### src/rtl/eth_mdc_clkgen.sv
// MDC clock generator: divides Clk by a clamped Divider and emits MdcEn/MdcEn_n strobes.
// Build option: define ETH_CLKGEN_ODD_DIV_EN to honour odd dividers (Lo = Hi+1); otherwise D is forced even.
module eth_mdc_clkgen #(
  parameter int DIV_W   = 8,
  parameter int MIN_DIV = 2
) (
  input  logic             Clk,
  input  logic             Reset,
  input  logic [DIV_W-1:0] Divider,
  input  logic             Run,
  output logic             Mdc,
  output logic             MdcEn,
  output logic             MdcEn_n,
  output logic             Active
);

  typedef enum logic [1:0] {
    IDLE = 2'd0,
    HIGH = 2'd1,
    LOW  = 2'd2
  } state_t;

  state_t           state_q;
  logic [DIV_W-1:0] cnt_q;
  logic [DIV_W-1:0] div_q;
  logic             mdc_q;

  logic [DIV_W-1:0] div_clamp_d;
  logic [DIV_W-1:0] div_eff_d;
  logic [DIV_W-1:0] hi_new_d;
  logic [DIV_W-1:0] lo_cur_d;
  logic             cnt_zero_d;
  logic             mdc_en_d;

  always_comb begin
    div_clamp_d = (Divider < DIV_W'(MIN_DIV)) ? DIV_W'(MIN_DIV) : Divider;
`ifdef ETH_CLKGEN_ODD_DIV_EN
    div_eff_d = div_clamp_d;
`else
    div_eff_d = {div_clamp_d[DIV_W-1:1], 1'b0};
`endif
    hi_new_d   = div_eff_d >> 1;
    // Low phase always uses the divider latched at the start of this period.
    lo_cur_d   = div_q - (div_q >> 1);
    cnt_zero_d = (cnt_q == '0);
    // Reset gates the Run path so both strobes read 0 while Reset is held.
    mdc_en_d   = Run & ~Reset & cnt_zero_d & ((state_q == IDLE) | (state_q == LOW));
  end

  always_ff @(posedge Clk or posedge Reset) begin
    if (Reset) begin
      state_q <= IDLE;
      cnt_q   <= '0;
      div_q   <= DIV_W'(MIN_DIV);
      mdc_q   <= 1'b0;
    end else begin
      case (state_q)
        IDLE: begin
          mdc_q <= 1'b0;
          cnt_q <= '0;
          if (Run) begin
            state_q <= HIGH;
            div_q   <= div_eff_d;
            cnt_q   <= hi_new_d - DIV_W'(1);
            mdc_q   <= 1'b1;
          end
        end
        HIGH: begin
          if (!cnt_zero_d) begin
            cnt_q <= cnt_q - DIV_W'(1);
          end else begin
            state_q <= LOW;
            mdc_q   <= 1'b0;
            cnt_q   <= lo_cur_d - DIV_W'(1);
          end
        end
        LOW: begin
          if (!cnt_zero_d) begin
            cnt_q <= cnt_q - DIV_W'(1);
          end else if (Run) begin
            state_q <= HIGH;
            div_q   <= div_eff_d;
            cnt_q   <= hi_new_d - DIV_W'(1);
            mdc_q   <= 1'b1;
          end else begin
            state_q <= IDLE;
            mdc_q   <= 1'b0;
          end
        end
        default: begin
          state_q <= IDLE;
          cnt_q   <= '0;
          mdc_q   <= 1'b0;
        end
      endcase
    end
  end

  assign Mdc     = mdc_q;
  assign MdcEn   = mdc_en_d;
  assign MdcEn_n = (state_q == HIGH) & cnt_zero_d;
  assign Active  = (state_q != IDLE);

endmodule

### config.mk
export PLATFORM = sky130hd
export DESIGN_NAME = eth_mdc_clkgen
export DESIGN_NICKNAME = d
export VERILOG_FILES = /design/src/rtl/eth_mdc_clkgen.sv
export SDC_FILE = /design/constraint.sdc
export NUM_CORES = 1
export LEC_CHECK = 0
export CORE_MARGIN = 3
export CORE_UTILIZATION = 58
export DETAILED_ROUTE_END_ITERATION = 8
export PLACE_DENSITY = 0.85
export SLEW_MARGIN = 20
export SYNTH_ARGS = -nofsm -noshare
export SYNTH_HDL_FRONTEND = slang
export SYNTH_SLANG_ARGS = --single-unit
### constraint.sdc
create_clock -name Clk -period 5.76 [get_ports Clk]
set_input_delay 1.152 -clock Clk [delete_from_list [all_inputs] [get_ports Clk]]
set_output_delay 1.152 -clock Clk [all_outputs]
set_load 0.02 [all_outputs]
# Word level (Yosys, flattened, before mapping)
# Index checks and enable logic that the tools add are counted.
word_totals:
  rom_bits: 0
  ff_bits: 19
  mem_count: 0
  mem_bits_rw: 0
  in_bits: 11
  output_inout_bits: 4
  latch_bits: 0
  word_cells: 46
op_classes:
  order_cmp: 1
  addsub: 4
  n_eq_ne: 6
  div: 0
  shifts: 0
  mux: 18
  reduce_logical: 7
  bitwise_logic: 6
  multipliers: 0
ops:
  columns: ["operator", "count"]
  rows:
  - ["$mux W8", 7]
  - ["$pmux W8 S3", 1]
  - ["$pmux W8 S2", 1]
  - ["$sub A8 B1 Y8 const B", 2]
  - ["$logic_not A8 Y1", 1]
  - ["$lt A8 B2 Y1 const B", 1]
  - ["$sub A7 B1 Y8 const B", 1]
  - ["$sub A8 B7 Y8", 1]
  - ["$mux W2", 3]
  - ["$ne A2 B2 Y1 const B", 3]
  - ["$pmux W2 S3", 1]
  - ["$and A1 B1 Y1", 4]
  - ["$mux W1", 4]
  - ["$reduce_and A2 Y1", 2]
  - ["$reduce_bool A2 Y1", 2]
  - ["$ne A3 B3 Y1 const B", 1]
  - ["$pmux W1 S3", 1]
  - ["$reduce_and A3 Y1", 1]
  - ["$eq A2 B1 Y1 const B", 1]
  - ["$eq A2 B2 Y1 const B", 1]
  - ["$logic_not A2 Y1", 1]
  - ["$not A1 Y1", 1]
  - ["$or A1 B1 Y1", 1]

# Longest topological paths before layout
logic_depth:
  ltp_word: 6
  depth_mapped: 9

# Worst setup path after synthesis
# Ideal clock, no wire load.
synth_path:
  kind: "reg2out"
  start: "register cnt_q[0]"
  end: "output MdcEn"
  slack_ps: 2938
  t_arrival_ps: 1670
  n_path_buf: 0
  stages_incl_launch_ff: 6
  required_time_ps: 4608
  cell_sequence: "dfrtp_1 > inv_1 > ha_1 > nor4b_2 > nand2_2 > nor3_1"
synth_between:
  elab_chain_len: 3
synth_rtl:
  columns: ["element", "line", "text"]
  rows:
  - ["from (decl)", "24", "logic [DIV_W-1:0] cnt_q;"]
  - ["from (signal assigned)", "64", "cnt_q <= hi_new_d - DIV_W'(1);"]
  - ["from (signal assigned)", "70", "cnt_q <= cnt_q - DIV_W'(1);"]
  - ["from (signal assigned)", "74", "cnt_q <= lo_cur_d - DIV_W'(1);"]
  - ["$logic_not A8 Y1", "45", "cnt_zero_d = (cnt_q == '0);"]
  - ["$and A1 B1 Y1 (2 in series)", "47", "mdc_en_d = Run & ~Reset & cnt_zero_d & ((state_q == IDLE) | (state_q == LOW));"]
  - ["to (decl)", "12", "output logic MdcEn,"]
# No other way between the ends.

# Final worst setup path
layout_path:
  start: "register cnt_q[0]"
  end: "output MdcEn_n"
layout_between:
  elab_chain_len: 2
layout_rtl:
  columns: ["element", "line", "text"]
  rows:
  - ["$logic_not A8 Y1", "45", null]
  - ["$and A1 B1 Y1", "101", "assign MdcEn_n = (state_q == HIGH) & cnt_zero_d;"]
  - ["to (decl)", "13", "output logic MdcEn_n,"]
# No other way between the ends.

==> summary.txt <==
Status
  • Outcome: completed

Power and ir drop
  • Static Leak: 0.663 nW
  • Maximum vdd drop: 341 uV
  • Post-layout total power: 0.872 mW
  • Power per Cell Area: 553 mW/mm2

Clock tree
  • Worst-path clk slew: 0.11 ns
  • CTS Buffer Depth: 2
  • Htree depth: 1
  • CTS hold repair buffers: 0
  • Post-CTS sizing: 0
  • CTS Buf Count: 3
  • Later-pin clock latency in the skew report: 0.31 ns
  • Root Buffer: clkbuf_4
  • Post-CTS setup buffers: 0
  • Sink Count: 18
  • CTS tree: yes

Synth
  • Distinct cells, synth: 47
  • Post-synthesis async set-or-reset flop share: 100%
  • Mapped Cells: 162
  • Share of the synthesized area in the top cell type: 30.7%
  • Syn Std Cell Area: 0.00138 mm2
  • EDFF count, synth: 0
  • Sequential-to-total area share from yosys stat: 32.6%
  • YS warnings: 0
  • Leading area contributor after synthesis: dfrtp_1
  • Post-synth top flop: dfrtp_1
  • Avg Cell Area, Syn: 8.54 um2
  • Synth Register Bits: 18
  • Post-Syn Nets: 181
  • Top post-synthesis cells by area: dfrtp_1, ha_1, mux2_2

Die
  • Die area: 0.00301 mm2
  • Height of the die: 54.8 um
  • Initial Utilization: 62.0%
  • # rows: 17
  • Core ar.: 0.00223 mm2
  • Num ports: 15
  • Die X: 54.8 um

Critical path
  • Slowest CP cell: clkdlybuf4s50_1
  • R2r endpoint: cnt_q[5]
  • Critical Path AT: 2.61 ns
  • R2R depth: 7
  • Reg2Reg Setup Slack: 3.35 ns
  • CP cell instances: inv_1 -> ha_1 -> nor4b_2 -> nand2_2 -> nor2_1 -> clkdlybuf4s50_1
  • Critical path's top delay family: simple AND/OR/NAND/NOR gates
  • Worst setup SP type: flip-flop
  • Critical path class: reg -> out
  • CP bufs+invs: 2
  • Setup crit end kind: output port
  • CP required: 4.61 ns
  • Reg2reg start: cnt_q[0]
  • CP max stage delay: 0.64 ns
  • CP Max Fanout: 8

Worst hold path
  • Worst Hold Launch: Mdc
  • Hold depth: 2
  • Hold Path Class: reg -> reg
  • Endpoint, Worst Hold: Mdc

Job
  • Max-capacitance violation count: 0

GRT
  • GRT overflow: 0
  • Gr usage total: 24.4%
  • First-pass GRT wire length: 5.21 mm
  • Vias in the first global route: 1188
  • Pin count of the biggest net entering global routing: 19
  • Initial antenna violation count: 0

Final layout
  • Area delta synth->final: 13.9%
  • Fillers: 205
  • Ant. Diodes: 0
  • Nets: 197
  • FF/Latch Area: 452 um2
  • Area taken by multi-input logic gates: 878 um2
  • Fraction of layout cells with a size suffix above 1: 13.0%

Route
  • DRT iter0 DRCs: 28
  • Pre-antenna DRT Iters: 4
  • Post-route ant nets: 0
  • Wire length per cell: 15.7 um
  • Vias after detailed routing: 1282
  • Remaining DRCs: 0
  • Vias per inst: 6.25
  • Routed wire length: 3.22 mm

STA
  • Worst slew pin tran: 0.704 ns
  • Unrepaired setup endpoints after global routing: false
  • Setup TNS Final: 0 ns
  • Slew HR: 53.0%
  • Fmax: 266 MHz
  • Period utilization: 65.4%
  • Crit path time final: 3.77 ns
  • Clock Skew: 0.00370 ns
  • Final Max Slew Viols: 0
  • Final Hold Vio Count: 0
  • Setup violations, final: 0

Place
  • Post-DP HPWL: 2.52 mm
  • Gpl congestion: 0.939
  • IO Port Bufs: 13
## layout make-up
cell class                 instances  area share, %
clock buffer                       4           2.30
inverter                          12           2.86
multi-input combinational        130           55.7
sequential                        18           28.7
tap                               28           2.22
timing repair buffer              13           8.25
## per-layer routing
metal	up-vias	share of wire, %	wire, um	GRT usage [%]
li1	622	-	-	-
met4	0	2.1	66	9.54
met2	38	48	1540	40.4
met1	611	45	1430	30.7
met5	-	0	0	0
met3	11	5.5	178	4.90
## tightest hold or removal path, delay by kind of cell, from the launching register on
| family | cells | cell delay, ns |
|---|---|---|
| DFF | 1 | 0.36 |
| and+or+nand+nor | 2 | 0.10 |
## power by group
group          switching (mW)  internal (mW)
Clock                  0.0452         0.0386
Sequential             0.0683          0.190
Combinational           0.290          0.240
## cells by family (layout without fill, tap and decap cells)
group | count (synthesis) | after routing | share of synthesized area (%)
AND/OR/NAND/NOR | 70 | 70 | 28.7
AO/OA/AOI/OAI | 42 | 42 | 19.6
flip-flops | 18 | 18 | 32.6
buffers and inverters | 14 | 29 | 3.89
adder cells (fa/ha/maj) | 8 | 8 | 7.78
multiplexers | 6 | 6 | 4.88
XOR/XNOR | 4 | 4 | 2.53
## cells in the mapped netlist, drive strengths merged (4+ instances only)
cell type   n
dfrtp      17
nor2       17
nand2      15
o21ai      15
inv        12
a21oi       9
ha          7
nor3        7
mux2        6
nand2b      5
or2         4
or4         4
## per-stage QoR
stage / hold slack (ns) / setup slack [ns] / utilization (%) / instance area (um2) / cells
finish: 0.487 / 1.99 / 70.6 / 1580 / 205
global route: 0.537 / 1.85 / 70.6 / 1580 / 205
CTS: 0.490 / 1.99 / 70.6 / 1580 / 205
detailed placement: 0.463 / 2.04 / 69.0 / 1540 / 201
global placement: 0.462 / 2.01 / 69.0 / 1540 / 201
floorplan: 0.469 / 2.94 / - / 1380 / 162
## how the worst max path moves through the flow
stage	startpoint	end	slack, ns	cells past startpoint
floorplan	cnt_q[0]	MdcEn	2.94	5
global placement	Run	MdcEn	2.01	4
detailed placement	Run	MdcEn	2.04	4
CTS	cnt_q[0]	MdcEn_n	1.99	6
global route	cnt_q[0]	MdcEn_n	1.85	6
finish	cnt_q[0]	MdcEn_n	1.99	6
## sequential cells by signal, indices dropped and copies added, names as in the netlist
register,flops
state_q,2
Mdc,1
cnt_q,8
div_q,7
## cell usage in the layout (no fill, tap or decap), types with 2 or more instances in the layout
| cell type | count |
|---|---|
| clkdlybuf4s50_1 | 13 |
| nor4_1 | 2 |
| nand2_1 | 14 |
| a21oi_1 | 9 |
| o21ai_0 | 13 |
| o22ai_1 | 2 |
| nor3_1 | 6 |
| o21a_1 | 2 |
| or4_1 | 3 |
| a31oi_1 | 3 |
| a21o_1 | 2 |
| ha_1 | 7 |
| or3_1 | 3 |
| dfrtp_1 | 17 |
| nor2_1 | 16 |
| inv_1 | 12 |
| nand4_1 | 2 |
| or2_2 | 4 |
| clkbuf_4 | 3 |
| o21ai_1 | 2 |
| mux2_2 | 6 |
| nor2b_1 | 3 |
| nand3_1 | 2 |
| xor2_1 | 3 |
| nand2b_1 | 5 |
Power figures use the tool's default switching activity.
